<file path="src/rtl/delay_line_pkg.sv">
// Shared definitions for the variable delay line: FSM states and defaults.
package delay_line_pkg;

  localparam int DEF_WIDTH = 1;
  localparam int DEF_DEPTH = 16;

  typedef enum logic [1:0] {
    ST_EMPTY   = 2'd0,
    ST_FILLING = 2'd1,
    ST_PRIMED  = 2'd2
  } state_t;

endpackage

</file>
<file path="src/rtl/delay_line_var_if.sv">
// Stream/control bundle of the variable delay line; clk and sync_reset stay outside.
interface delay_line_var_if
  import delay_line_pkg::*;
#(
  parameter int WIDTH = DEF_WIDTH,
  parameter int DEPTH = DEF_DEPTH
) ();
  localparam int DW = $clog2(DEPTH + 1);

  logic             enable;
  logic             flush;
  logic [WIDTH-1:0] data_in;
  logic [DW-1:0]    delay_sel;
  logic [WIDTH-1:0] data_out;
  logic             valid;
  logic [DW-1:0]    delay_eff;

  modport master (
    output enable, flush, data_in, delay_sel,
    input  data_out, valid, delay_eff
  );

  modport slave (
    input  enable, flush, data_in, delay_sel,
    output data_out, valid, delay_eff
  );
endinterface

</file>
<file path="src/rtl/delay_tap_mux.sv">
// Clamps the requested delay into 1..DEPTH and picks the matching stage.
module delay_tap_mux
  import delay_line_pkg::*;
#(
  parameter int WIDTH = DEF_WIDTH,
  parameter int DEPTH = DEF_DEPTH,
  localparam int DW   = $clog2(DEPTH + 1)
) (
  input  logic [DEPTH-1:0][WIDTH-1:0] stages,
  input  logic [DW-1:0]               delay_sel,
  output logic [WIDTH-1:0]            tap,
  output logic [DW-1:0]               delay_eff
);

  logic [DW-1:0] w_eff;

  // Zero means "shortest", anything past the last stage means "longest".
  always_comb begin
    w_eff = delay_sel;
    if (delay_sel == '0)
      w_eff = DW'(1);
    else if (delay_sel > DW'(DEPTH))
      w_eff = DW'(DEPTH);
  end

  // One-hot compare per stage avoids indexing with an oversized select.
  always_comb begin
    tap = '0;
    for (int k = 0; k < DEPTH; k++)
      if (w_eff == DW'(k + 1))
        tap = stages[k];
  end

  assign delay_eff = w_eff;

endmodule

</file>
<file path="src/rtl/delay_line_var.sv">
// Variable-length delay line stepped by enable, with fill tracking so that
// valid only marks samples that really traversed the selected delay.
module delay_line_var
  import delay_line_pkg::*;
#(
  parameter int WIDTH    = DEF_WIDTH,
  parameter int DEPTH    = DEF_DEPTH,
  parameter int GATE_OUT = 1
) (
  input logic             clk,
  input logic             sync_reset,
  delay_line_var_if.slave bus
);

  localparam int DW = $clog2(DEPTH + 1);

  logic [DEPTH-1:0][WIDTH-1:0] r_stage;
  logic [DW-1:0]               r_fill;
  logic [DW-1:0]               r_delay;
  state_t                      r_state;

  logic [WIDTH-1:0] w_tap;
  logic [DW-1:0]    w_delay_eff;
  logic [DW-1:0]    w_fill_inc;
  logic             w_gate;

  delay_tap_mux #(
    .WIDTH (WIDTH),
    .DEPTH (DEPTH)
  ) u_tap (
    .stages    (r_stage),
    .delay_sel (bus.delay_sel),
    .tap       (w_tap),
    .delay_eff (w_delay_eff)
  );

  assign w_fill_inc = (r_fill == DW'(DEPTH)) ? r_fill : r_fill + DW'(1);

  // Shift register, fill counter and fill-state FSM; reset beats flush beats
  // delay change beats a plain enabled step.
  always_ff @(posedge clk) begin
    if (sync_reset) begin
      r_stage <= '0;
      r_fill  <= '0;
      r_state <= ST_EMPTY;
      r_delay <= w_delay_eff;
    end else begin
      r_delay <= w_delay_eff;
      if (bus.flush) begin
        r_stage <= '0;
        r_fill  <= '0;
        r_state <= ST_EMPTY;
      end else begin
        if (bus.enable) begin
          r_stage[0] <= bus.data_in;
          for (int k = 1; k < DEPTH; k++)
            r_stage[k] <= r_stage[k-1];
        end
        if (w_delay_eff != r_delay) begin
          // Contents stay, but the new tap is not yet trusted.
          r_fill  <= '0;
          r_state <= (r_state == ST_EMPTY && !bus.enable) ? ST_EMPTY : ST_FILLING;
        end else if (bus.enable) begin
          r_fill  <= w_fill_inc;
          r_state <= (w_fill_inc >= w_delay_eff) ? ST_PRIMED : ST_FILLING;
        end
      end
    end
  end

  assign w_gate = (GATE_OUT != 0) ? bus.enable : 1'b1;

  assign bus.data_out  = sync_reset ? '0 : (w_tap & {WIDTH{w_gate}});
  assign bus.valid     = !sync_reset && (r_state == ST_PRIMED) && w_gate;
  assign bus.delay_eff = w_delay_eff;

endmodule

</file>
<file path="src/flat_wrapper.sv">
// flat-port wrapper written by rule: the top's interface ports become plain ports
module delay_line_var_flat import delay_line_pkg::*;
#(
  parameter int WIDTH    = DEF_WIDTH,
  parameter int DEPTH    = DEF_DEPTH,
  parameter int GATE_OUT = 1
)
  (clk, sync_reset, bus_enable, bus_flush, bus_data_in, bus_delay_sel, bus_data_out, bus_valid, bus_delay_eff);
  delay_line_var_if #(.WIDTH(WIDTH), .DEPTH(DEPTH)) bus_i ();
  input logic clk;
  input logic sync_reset;
  input wire logic [$bits(bus_i.enable)-1:0] bus_enable;
  input wire logic [$bits(bus_i.flush)-1:0] bus_flush;
  input wire logic [$bits(bus_i.data_in)-1:0] bus_data_in;
  input wire logic [$bits(bus_i.delay_sel)-1:0] bus_delay_sel;
  output wire logic [$bits(bus_i.data_out)-1:0] bus_data_out;
  output wire logic [$bits(bus_i.valid)-1:0] bus_valid;
  output wire logic [$bits(bus_i.delay_eff)-1:0] bus_delay_eff;
  assign bus_i.enable = bus_enable;
  assign bus_i.flush = bus_flush;
  assign bus_i.data_in = bus_data_in;
  assign bus_i.delay_sel = bus_delay_sel;
  assign bus_data_out = bus_i.data_out;
  assign bus_valid = bus_i.valid;
  assign bus_delay_eff = bus_i.delay_eff;
  delay_line_var #(.WIDTH(WIDTH), .DEPTH(DEPTH), .GATE_OUT(GATE_OUT)) u_core (.clk(clk), .sync_reset(sync_reset), .bus(bus_i));
endmodule
</file>
<file path="config.mk">
export PLATFORM = sky130hd
export DESIGN_NAME = delay_line_var_flat
export DESIGN_NICKNAME = d
export VERILOG_FILES = /design/src/rtl/delay_line_pkg.sv /design/src/rtl/delay_line_var_if.sv /design/src/rtl/delay_tap_mux.sv /design/src/rtl/delay_line_var.sv /design/src/flat_wrapper.sv
export SDC_FILE = /design/constraint.sdc
export NUM_CORES = 1
export LEC_CHECK = 0
export ABC_AREA = 1
export CORE_MARGIN = 2
export CORE_UTILIZATION = 28
export CTS_CLUSTER_DIAMETER = 50
export DETAILED_ROUTE_END_ITERATION = 7
export DONT_BUFFER_PORTS = 1
export GPL_TIMING_DRIVEN = 0
export PLACE_DENSITY = 0.43
export SLEW_MARGIN = 0
export SYNTH_ARGS = -nofsm -noshare
export SYNTH_HDL_FRONTEND = slang
export SYNTH_SLANG_ARGS = --single-unit
</file>
<file path="constraint.sdc">
create_clock -name clk -period 2.5 [get_ports clk]
set_clock_uncertainty 0.2 [all_clocks]
set_input_delay 0.375 -clock clk [delete_from_list [all_inputs] [get_ports clk]]
set_output_delay 0.375 -clock clk [all_outputs]
set_load 0.005 [all_outputs]
</file>
Word-level counts from Yosys, hierarchy flattened
Index checks and enable logic that the tools add are counted.

Register bits after elaboration: 28. Output and inout bits: 7.

Reductions and logical operators: 10. Order comparisons: 2. Bitwise gates (word level): 1. Equal/unequal tests: 19. Muxes and demuxes: 24. Add/sub/neg operators: 1.

Operators by type and width (count): 5-bit by 4-bit == test with 1-bit output (second input constant) (8); 5-bit by 3-bit == test with 1-bit output (second input constant) (4); 1-bit two-way mux (18); 5-bit two-way mux (3); 5-bit by 2-bit == test with 1-bit output (second input constant) (2); 5-bit == test (second input constant) (2); 2-bit two-way mux (3); 5-bit by 1-bit adder with 5-bit output (second input constant) (1); 5-bit by 1-bit == test with 1-bit output (second input constant) (1); 5-bit >= comparator (1); 5-bit > comparator (second input constant) (1); 5-bit zero test (1); 5-bit != test (1); 1-bit logical AND (3); 3-bit OR reduction (1); 2-bit == test (second input constant) (1); 1-bit zero test (2); 2-bit zero test (1); 2-bit nonzero test (1); 2-bit OR reduction (1); 1-bit bitwise AND (1).

Depth between registers and ports, before layout
Gate-level depths: netlist (run 1).

Depth in word-level cells: 22. Depth in mapped cells: 15. Depth with buffers taken out: 15.

Modules after synthesis
A second synthesis (run 1) with hierarchy kept.

Cell total of the unflattened synthesis: 235. Area total of the unflattened synthesis: 1582.8 um2.

By module, submodules not included: delay_line_var (area each 1298.7 um2, cells each 177, instances 1, sequential area each 560.5 um2); delay_tap_mux (area each 284.0 um2, cells each 58, instances 1, sequential area each 0.0 um2).

Worst setup path before layout (run 1)
OpenSTA, ideal clock, no wires.

Path type: flip-flop to flip-flop. Start: register u_core.r_fill[0]. End: register u_core.r_state[0]. Stages on the path, launching flop included: 14. Path buffers: 0. Required time: 2.230 ns. Setup slack: 0.345 ns. Arrival: 1.884 ns. Library setup time: 0.070 ns. Cells stage by stage: dfxtp_1 -> inv_1 -> ha_1 -> nand4_1 -> xor2_1 -> ha_1 -> o21a_1 -> o21ai_1 -> nand2_1 -> a21oi_1 -> o21bai_1 -> nand2_1 -> nand2_1 -> a21oi_1.

Longest elaborated chain between the ends: 6. Elaborated cells between the ends (all ways): 7.

RTL lines: from (decl) (line delay_line_var.sv:18) `logic [DW-1:0] r_fill;`; from (signal assigned) (line delay_line_var.sv:64) `r_fill <= w_fill_inc;`; 5-bit by 1-bit adder with 5-bit output or 5-bit == test (tied branches) (line delay_line_var.sv:37) `assign w_fill_inc = (r_fill == DW'(DEPTH)) ? r_fill : r_fill + DW'(1);`; 5-bit two-way mux * (line delay_line_var.sv:37); 5-bit >= comparator * (line delay_line_var.sv:65) `r_state <= (w_fill_inc >= w_delay_eff) ? ST_PRIMED : ST_FILLING;`; 2-bit two-way mux * (line delay_line_var.sv:65); 2-bit two-way mux * (line delay_line_var.sv:63) `end else if (bus.enable) begin`; 2-bit two-way mux * (line delay_line_var.sv:59) `if (w_delay_eff != r_delay) begin`; to (signal assigned) (line delay_line_var.sv:62) `r_state <= (r_state == ST_EMPTY && !bus.enable) ? ST_EMPTY : ST_FILLING;`; to (signal assigned) (line delay_line_var.sv:65); to (decl) (line delay_line_var.sv:20) `state_t r_state;`.

Mark *: on every way between the ends. The rest lies on a longest branch, timed or not. The select of a mux whose other input is x is not followed. A chain may end at the register's enable or synchronous reset.

Worst setup path in the final report (run 1)
Same ends and word-level chain as after synthesis.

==> impl_metrics.env, run 1 <==
export IMPL_grt_max_degree=16
export IMPL_port_buffers=0
export IMPL_ys_seq_area_frac=0.3660
export IMPL_fin_util=0.3327
export IMPL_power_density_nw_per_um2=490.1
export IMPL_drtPass1Iterations=4
export IMPL_grt_usage=0.1289
export IMPL_min_period_ns=2.358
export IMPL_status="completed"
export IMPL_period_share=0.9434
export IMPL_grt_pass1_vias=1249
export IMPL_clkTransAtPathRegs_ns=0.10
export IMPL_cts_tree="done"
export IMPL_synth_edf_count=0
export IMPL_hold_buffers=0
export IMPL_cp_arrival_ns=2.38
export IMPL_max_slew_margin_rel=0.5851
export IMPL_maxSlewViolCount=0
export IMPL_cts_root_buffer="clkbuf_8"
export IMPL_rows=26
export IMPL_synth_cell_types=29
export IMPL_setup_tns_ns=0
export IMPL_syn_to_final_growth_pct=13.07
export IMPL_routed_via_density=4.526
export IMPL_num_fill_cells=599
export IMPL_core_area_um2=5205
export IMPL_cts_buffers=3
export IMPL_cap_violations=0
export IMPL_die_h_um=77.96
export IMPL_cts_sinks=28
export IMPL_syn_avg_cell_area_um2=7.293
export IMPL_antenna_found_initial=0
export IMPL_layout_commonest_cell="nand2_1"
export IMPL_final_setup_viol_count=0
export IMPL_wl_per_cell_um=12.89
export IMPL_vdd_drop_max_mv=0.2180
export IMPL_clk_latency_ns=0.28
export IMPL_dp_final_hpwl_mm=2.741
export IMPL_place_inst=280
export IMPL_whs_path_depth=1
export IMPL_rsz0062_at_grt="true"
export IMPL_synth_nets=227
export IMPL_critical_path_class="reg -> reg"
export IMPL_drc=0
export IMPL_ys_async_sr_fraction=0
export IMPL_design_area_um2=1732
export IMPL_io_pins=17
export IMPL_r2r_start="u_core.r_fill[0]"
export IMPL_synth_seq_cells=28
export IMPL_h_tree_depth=1
export IMPL_yosysWarnings=0
export IMPL_startpoint_type="flop"
export IMPL_cts_buffer_depth=2
export IMPL_rr_endpoint="u_core.r_state[0]"
export IMPL_synthCells=210
export IMPL_worstMarginPinSlew_ns=0.6224
export IMPL_min_delay_start="bus_delay_sel[4]"
export IMPL_synth_cell_area_um2=1531
export IMPL_num_nets_final=235
export IMPL_worstPathRequired_ns=2.52
export IMPL_gp_congestion=0.7940
export IMPL_whs_endpoint="u_core.r_delay[4]"
export IMPL_die_area_um2=6077
export IMPL_hp_class="in -> reg"
export IMPL_layout_drive_gt1_share=0.1751
export IMPL_die_w_um=77.96
export IMPL_instances_no_fill=287
export IMPL_reg2regPathDepth=13
export IMPL_placed_area_um2=1619
export IMPL_drt_wl_total_mm=3.700
export IMPL_diodes=0
export IMPL_grt_first_pass_wirelength_mm=6.085
export IMPL_cp_end_kind="flop"
export IMPL_drt_iter0_drc=71
export IMPL_crit_path_max_fanout=3
export IMPL_start_util=0.2942
export IMPL_ys_dominant_reg_cell="dfxtp_1"
export IMPL_final_cell_mix="54 x nand2_1, 26 x dfxtp_1, 18 x nor2_1, 18 x a21oi_1, 16 x inv_1"
export IMPL_grt_overflow_total=0
export IMPL_ant_nets=0
export IMPL_p_leak_nw=0.6863
export IMPL_reg2reg_slack_ns=0.14
export IMPL_finalHoldViolCount=0
export IMPL_via_count=1299
export IMPL_max_freq_mhz=424.0
## per-layer routing
layer	GRT usage	share of wire
met2	0.1905	0.42
met3	0.04302	0.055
met5	0	0
met1	0.1803	0.51
met4	0.03158	0.0086
## sequential cells by signal, indices dropped and copies added (netlist names)
| register | count |
|---|---|
| u_core.r_stage | 16 |
| u_core.r_delay | 5 |
| u_core.r_fill | 5 |
| u_core.r_state | 2 |
## synthesized netlist by cell type, types with 2 or more instances
library cell	number	share of area
nor2_1	18	0.044
inv_2	6	0.015
o21ai_0	7	0.023
a211oi_2	4	0.033
o21ai_1	2	0.0065
a21oi_1	20	0.065
nand2_4	5	0.037
dfxtp_1	28	0.37
inv_1	18	0.044
nand3_1	8	0.026
nand4_1	6	0.025
nand2_1	54	0.13
clkbuf_1	6	0.015
ha_1	7	0.057
nor2_2	3	0.012
xor2_1	5	0.029
## final cells by class
type	count	area, um2	area share
Timing Repair Buffer	3	22.52	0.01301
Clock buffer	4	55.05	0.03179
Buffer	6	22.52	0.01301
Tap cell	70	87.58	0.05058
Inverter	25	98.84	0.05708
Sequential cell	28	565.5	0.3266
Multi-Input combinational cell	151	879.6	0.5079
## cell families after synthesis
family	share of synthesized area
AOI/OAI and AO/OA	0.1544
xor gates and xnor gates	0.04494
adders and majority gates	0.05719
buffers and inverters	0.07761
DFF	0.3660
and+or+nand+nor	0.2998
## worst max-delay path, stage by stage, from the launching register on
cell	delay [ns]
dfxtp_4	0.37
inv_4	0.07
ha_4	0.12
nand4_1	0.16
xor2_2	0.23
ha_1	0.27
o21a_1	0.17
o21ai_1	0.12
nand2_1	0.08
a21oi_2	0.13
o21bai_1	0.11
nand2_1	0.08
nand2_1	0.07
a21oi_2	0.13
## worst max-delay path by stage
stage	startpoint	endpoint	slack, ns	cells past startpoint
detailed placement	u_core.r_fill[0]	u_core.r_state[0]	0.06	13
global route	u_core.r_fill[0]	u_core.r_state[0]	-0.03	13
finish	u_core.r_fill[0]	u_core.r_state[0]	0.14	13
global placement	u_core.r_fill[0]	u_core.r_state[0]	0.09	13
CTS	u_core.r_fill[0]	u_core.r_state[0]	0.04	13
floorplan	u_core.r_fill[0]	u_core.r_state[0]	0.35	13
## through the flow
| step | total power, W | worst slack, ns | hold slack, ns |
|---|---|---|---|
| after floorplan | 0.0005473 | 0.3451 | 0.2378 |
| after global placement | 0.0005719 | 0.08790 | 0.2493 |
| after detailed placement | 0.0005705 | 0.06378 | 0.2491 |
| after CTS | 0.0008610 | 0.04042 | 0.04263 |
| after global routing | 0.0008934 | -0.02780 | 0.04396 |
| final | 0.0008486 | 0.1416 | 0.04501 |
## report_power, final
part           switching [W]  internal [W]  total (W)
clock network       0.000145      0.000141   0.000287
registers         0.00000528      0.000455   0.000460
logic              0.0000689     0.0000334   0.000102
## timing repair
item                                    4_1_cts  5_1_grt
setup buffers                                 0        3
endpoints found under the setup margin        0        2
resized for setup                             0       11
No activity file was read; power rests on OpenSTA's default activity.
==> run 2, diff against run 1 <==
--- a/config.mk
+++ b/config.mk
@@ -12,7 +12,7 @@
 export DETAILED_ROUTE_END_ITERATION = 7
 export DONT_BUFFER_PORTS = 1
 export GPL_TIMING_DRIVEN = 0
-export PLACE_DENSITY = 0.43
+export PLACE_DENSITY_LB_ADDON = 0.15
 export SLEW_MARGIN = 0
 export SYNTH_ARGS = -nofsm -noshare
 export SYNTH_HDL_FRONTEND = slang
==> constraint.sdc (replaced) <==
create_clock -name clk -period 2.5 [get_ports clk]
set_clock_uncertainty 0.2 [all_clocks]
set_input_delay 0 -clock clk [delete_from_list [all_inputs] [get_ports clk]]
set_output_delay 0 -clock clk [all_outputs]
set_load 0.005 [all_outputs]
==> run 2 against run 1 <==
Against the previous run: sequential power barely moved; critical path depth did not move; critical endpoint unchanged; critical path type unchanged; cell area rose by 5.3%; cell count rose by 3.5%; global-route usage rose by 0.99 points; clock power fell by 14%.
==> impl_metrics.env, run 2 (synthesized netlist as in run 1, its figures left out) <==
export IMPL_diodes=0
export IMPL_num_nets_final=246
export IMPL_r2r_start="u_core.r_fill[0]"
export IMPL_drt_wl_total_mm=3.872
export IMPL_via_count=1347
export IMPL_whs_path_depth=2
export IMPL_drc=0
export IMPL_p_clk_frac=0.298
export IMPL_clk_latency_ns=0.27
export IMPL_die_w_um=77.96
export IMPL_p_comb_frac=0.147
export IMPL_dp_final_hpwl_mm=2.764
export IMPL_maxSlewViolCount=0
export IMPL_fin_util=0.3505
export IMPL_status="completed"
export IMPL_layout_drive_gt1_share=0.1586
export IMPL_largest_register="u_core.r_stage"
export IMPL_grt_usage=0.1388
export IMPL_grt_overflow_total=0
export IMPL_cts_tree="done"
export IMPL_period_share=0.9413
export IMPL_layout_commonest_cell="nand2_1"
export IMPL_place_inst=280
export IMPL_die_h_um=77.96
export IMPL_instances_no_fill=297
export IMPL_final_setup_viol_count=0
export IMPL_grt_first_pass_wirelength_mm=6.541
export IMPL_worstMarginPinSlew_ns=0.6111
export IMPL_cts_buffers=3
export IMPL_drtPass1Iterations=4
export IMPL_grt_pass1_vias=1380
export IMPL_cp_arrival_ns=2.36
export IMPL_reg2reg_slack_ns=0.15
export IMPL_pwr_share_seq=0.555
export IMPL_io_pins=17
export IMPL_largest_reg_flops=16
export IMPL_design_area_um2=1824
export IMPL_rr_endpoint="u_core.r_state[0]"
export IMPL_cts_buffer_depth=2
export IMPL_final_cell_mix="54 x nand2_1, 26 x dfxtp_1, 19 x a21oi_1"
export IMPL_finalHoldViolCount=0
export IMPL_wl_per_cell_um=13.04
export IMPL_grt_max_degree=15
export IMPL_ant_nets=0
export IMPL_worstPathRequired_ns=2.51
export IMPL_placed_area_um2=1619
export IMPL_vdd_drop_max_mv=0.2230
export IMPL_min_period_ns=2.353
export IMPL_min_delay_start="bus_delay_sel[4]"
export IMPL_cts_root_buffer="clkbuf_8"
export IMPL_routed_via_density=4.535
export IMPL_rows=26
export IMPL_hp_class="in -> out"
export IMPL_h_tree_depth=1
export IMPL_whs_endpoint="bus_data_out"
export IMPL_syn_to_final_growth_pct=19.12
export IMPL_switchingPower_w=0.0002209
export IMPL_cp_end_kind="flop"
export IMPL_num_fill_cells=583
export IMPL_max_freq_mhz=424.9
export IMPL_clkTransAtPathRegs_ns=0.09
export IMPL_cap_violations=0
export IMPL_die_area_um2=6077
export IMPL_startpoint_type="flop"
export IMPL_start_util=0.2942
export IMPL_cts_sinks=28
export IMPL_max_slew_margin_rel=0.5926
export IMPL_port_buffers=0
export IMPL_antenna_found_initial=0
export IMPL_p_total_w=0.0008281
export IMPL_power_density_nw_per_um2=454.0
export IMPL_critical_path_class="reg -> reg"
export IMPL_crit_path_max_fanout=3
export IMPL_largestRegisters="u_core.r_stage x16, u_core.r_delay x5, u_core.r_fill x5"
export IMPL_switching_share=0.2667
export IMPL_core_area_um2=5205
export IMPL_rsz0062_at_grt="true"
export IMPL_internal_power_w=0.0006073
export IMPL_reg2regPathDepth=13
export IMPL_p_leak_nw=0.7252
export IMPL_gp_congestion=0.7981
export IMPL_drt_iter0_drc=46
run 2: cell types whose count changed in the layout (fill, tap and decap cells not counted):
| cell | change |
|---|---|
| dlygate4sd3_1 | +11 |
| a21oi_1 | +1 |
| a21oi_2 | -1 |
| clkbuf_8 | -1 |
run 2: final cells by class:
| class | instances | area [um2] | area share |
|---|---|---|---|
| well taps | 70 | 87.58 | 0.04801 |
| clock buffers | 3 | 41.29 | 0.02263 |
| inverters | 25 | 98.84 | 0.05418 |
| multi-input cells | 151 | 875.8 | 0.4801 |
| repair buffers | 14 | 132.6 | 0.07270 |
| flip-flops and latches | 28 | 565.5 | 0.3100 |
| plain buffers | 6 | 22.52 | 0.01235 |
run 2: power by group through the flow:
stage | Sequential [W] | Clock, W | Combinational, W
5_1_grt | 0.000461 | 0.000272 | 0.000138
2_1_floorplan | 0.000470 | 0 | 0.0000774
4_1_cts | 0.000461 | 0.000261 | 0.000120
3_3_place_gp | 0.000471 | 0 | 0.000101
3_5_place_dp | 0.000471 | 0 | 0.000100
6_report | 0.000460 | 0.000247 | 0.000122
run 2: layer usage:
| metal | GRT usage | wire, um | part of all wire |
|---|---|---|---|
| met1 | 0.1862 | 2025 | 0.52 |
| met2 | 0.2155 | 1568 | 0.40 |
| met3 | 0.04302 | 233 | 0.060 |
| met4 | 0.03684 | 44 | 0.011 |
| met5 | 0 | 0 | 0 |
run 2: metrics by stage:
step                TNS (ns)  hold WS [ns]  setup WS [ns]
finish                     0       0.05404         0.1467
global route        -0.03370        0.1050       -0.03370
CTS                        0       0.05882        0.05848
detailed placement         0      -0.09834        0.08578
global placement           0      -0.09984        0.08427
floorplan                  0       -0.1130         0.3451
run 2: worst max-delay path, stage by stage (launching register included):
cell and delay (ns):
dfxtp_4 0.37, inv_4 0.07, ha_4 0.12, nand4_1 0.17, xor2_2 0.23, ha_1 0.27
o21a_1 0.17, o21ai_1 0.13, nand2_1 0.08, a21oi_2 0.14, o21bai_1 0.10, nand2_1 0.08
nand2_1 0.06, a21oi_1 0.12
run 2: timing repair:
item,CTS,global route
hold buffers,11,0
hold endpoints to repair,27,0
endpoints found under the setup margin,0,2
resized for setup,0,10
setup buffers,0,3
run 2: worst max-delay path by stage:
stage | slack (ns) | endpoint | cells past startpoint | startpoint
5_1_grt | -0.03 | u_core.r_state[0] | 13 | u_core.r_fill[1]
6_report | 0.15 | u_core.r_state[0] | 13 | u_core.r_fill[0]
4_1_cts | 0.06 | u_core.r_state[0] | 13 | u_core.r_fill[0]
3_3_place_gp | 0.08 | u_core.r_state[0] | 13 | u_core.r_fill[0]
2_1_floorplan | 0.35 | u_core.r_state[0] | 13 | u_core.r_fill[0]
3_5_place_dp | 0.09 | u_core.r_state[1] | 12 | u_core.r_fill[0]
==> run 3, diff against run 2 <==
--- a/config.mk
+++ b/config.mk
@@ -12,7 +12,9 @@
 export DETAILED_ROUTE_END_ITERATION = 7
 export DONT_BUFFER_PORTS = 1
 export GPL_TIMING_DRIVEN = 0
-export PLACE_DENSITY_LB_ADDON = 0.15
+export PLACE_DENSITY_LB_ADDON = 0.12
+export RECOVER_POWER = 100
+export SKIP_CTS_REPAIR_TIMING = 1
 export SLEW_MARGIN = 0
 export SYNTH_ARGS = -nofsm -noshare
 export SYNTH_HDL_FRONTEND = slang
==> run 3 against run 2 <==
Against the previous run: worst setup slack better by 0.029 ns; wire length rose by 1.7%; global-route usage shrank 0.32 points; non-clock buffer count decreased by 4; the flow now finishes with violations (negative hold slack); first-iteration DRC count increased by 17%; sequential share of layout area grew 1.1 points; sequential power hardly changed.
==> impl_metrics.env, run 3 (synthesized netlist as in run 1, its figures left out) <==
export IMPL_status="finished, violations left"
export IMPL_violations="negative hold slack"
export IMPL_seq_area_um2=561.8
export IMPL_clkTransAtPathRegs_ns=0.11
export IMPL_cts_tree="done"
export IMPL_die_w_um=77.96
export IMPL_layout_drive_gt1_share=0.08929
export IMPL_io_pins=17
export IMPL_pwr_share_seq=0.489
export IMPL_place_inst=280
export IMPL_worstSetupStartpoint="u_core.r_fill[1]"
export IMPL_worstMarginPinSlew_ns=0.5882
export IMPL_grt_overflow_total=0
export IMPL_whs_endpoint="u_core.r_stage[2]"
export IMPL_largest_register="u_core.r_stage"
export IMPL_instances_no_fill=294
export IMPL_ant_nets=0
export IMPL_drtPass1Iterations=4
export IMPL_final_cell_mix="57 x nand2_1, 27 x dfxtp_1, 20 x a21oi_1"
export IMPL_grt_max_degree=17
export IMPL_drt_wl_total_mm=3.937
export IMPL_start_util=0.2942
export IMPL_drt_iter0_drc=54
export IMPL_maxSlewViolCount=0
export IMPL_reg2regPathDepth=12
export IMPL_rows=26
export IMPL_layout_commonest_cell="nand2_1"
export IMPL_syn_to_final_growth_pct=14.38
export IMPL_internal_power_w=0.0007101
export IMPL_num_fill_cells=592
export IMPL_r2r_start="u_core.r_fill[1]"
export IMPL_crit_path_max_fanout=3
export IMPL_cp_arrival_ns=2.29
export IMPL_multiInputGateArea_um2=812.0
export IMPL_antenna_found_initial=0
export IMPL_cap_violations=0
export IMPL_whs_path_depth=3
export IMPL_cts_buffers=3
export IMPL_p_comb_frac=0.117
export IMPL_setup_tns_ns=0
export IMPL_drc=0
export IMPL_grt_first_pass_wirelength_mm=6.292
export IMPL_min_period_ns=2.324
export IMPL_p_total_w=0.0009425
export IMPL_finalHoldViolCount=13
export IMPL_final_setup_viol_count=0
export IMPL_largestRegisters="u_core.r_stage x16, u_core.r_delay x5, u_core.r_fill x5"
export IMPL_grt_usage=0.1356
export IMPL_gp_congestion=0.8225
export IMPL_cts_root_buffer="clkbuf_8"
export IMPL_switchingPower_w=0.0002324
export IMPL_die_h_um=77.96
export IMPL_cp_end_kind="flop"
export IMPL_min_delay_start="bus_enable"
export IMPL_p_clk_frac=0.394
export IMPL_routed_via_density=4.531
export IMPL_via_count=1332
export IMPL_fin_util=0.3365
export IMPL_p_leak_nw=0.6933
export IMPL_power_density_nw_per_um2=538.1
export IMPL_die_area_um2=6077
export IMPL_dp_final_hpwl_mm=2.771
export IMPL_port_buffers=0
export IMPL_max_slew_margin_rel=0.6078
export IMPL_worstPathRequired_ns=2.47
export IMPL_critical_path_class="reg -> reg"
export IMPL_diodes=0
export IMPL_vdd_drop_max_mv=0.1954
export IMPL_reg2reg_slack_ns=0.18
export IMPL_cts_buffer_depth=2
export IMPL_grt_pass1_vias=1293
export IMPL_h_tree_depth=1
export IMPL_startpoint_type="flop"
export IMPL_switching_share=0.2466
export IMPL_wl_per_cell_um=13.39
export IMPL_cts_sinks=28
export IMPL_num_nets_final=242
export IMPL_rsz0062_at_grt="false"
export IMPL_whs_ns=-0.03315
export IMPL_rr_endpoint="u_core.r_state[1]"
export IMPL_clk_latency_ns=0.29
export IMPL_hp_class="in -> reg"
export IMPL_max_freq_mhz=430.3
export IMPL_largest_reg_flops=16
export IMPL_core_area_um2=5205
export IMPL_period_share=0.9296
-- run 3: worst max path at each step --
stage | endpoint | slack [ns] | cells after the start
floorplan | u_core.r_state[0] | 0.35 | 13
global route | u_core.r_state[0] | 0.008 | 13
finish | u_core.r_state[1] | 0.18 | 12
CTS | u_core.r_state[0] | 0.09 | 13
detailed placement | u_core.r_state[1] | 0.1 | 12
global placement | u_core.r_state[1] | 0.08 | 12
-- run 3: through the flow --
step	instance area [um2]	setup WS, ns
2_1_floorplan	1531	0.3451
6_report	1752	0.1761
5_1_grt	1752	0.007885
3_5_place_dp	1619	0.09827
3_3_place_gp	1619	0.08023
4_1_cts	1690	0.08587
-- run 3: cell type report --
class / instances / area share
plain buffers: 6 / 0.01286
well taps: 70 / 0.05000
inverters: 25 / 0.05500
flip-flops and latches: 28 / 0.3207
multi-input cells: 151 / 0.4636
repair buffers: 10 / 0.05714
clock buffers: 3 / 0.02357
clock inverters: 1 / 0.01714
-- run 3: worst max-delay path: stages, from the launching register on --
cell and delay (ns):
dfxtp_1 0.38, inv_1 0.08, ha_1 0.18, nand4_1 0.13, xor2_1 0.22, ha_1 0.26
o21a_1 0.18, o21ai_1 0.12, nand2_1 0.06, a21oi_1 0.13, o21bai_1 0.10, nand3_1 0.10
a21oi_1 0.07
-- run 3: power groups by stage --
stage	sequential (W)	combinational (W)	clock (W)
after CTS	0.000461	0.000101	0.000385
after floorplan	0.000470	0.0000774	0
after global placement	0.000471	0.000102	0
after global routing	0.000462	0.000126	0.000401
after detailed placement	0.000471	0.000101	0
final	0.000461	0.000110	0.000371
-- run 3: per-layer routing --
layer / GRT usage / routed length [um] / vias up
met2: 0.2147 / 1633 / 22
met5: 0 / 0 / -
li1: - / - / 706
met1: 0.1784 / 2013 / 602
met4: 0.03684 / 32 / 0
met3: 0.04186 / 257 / 2
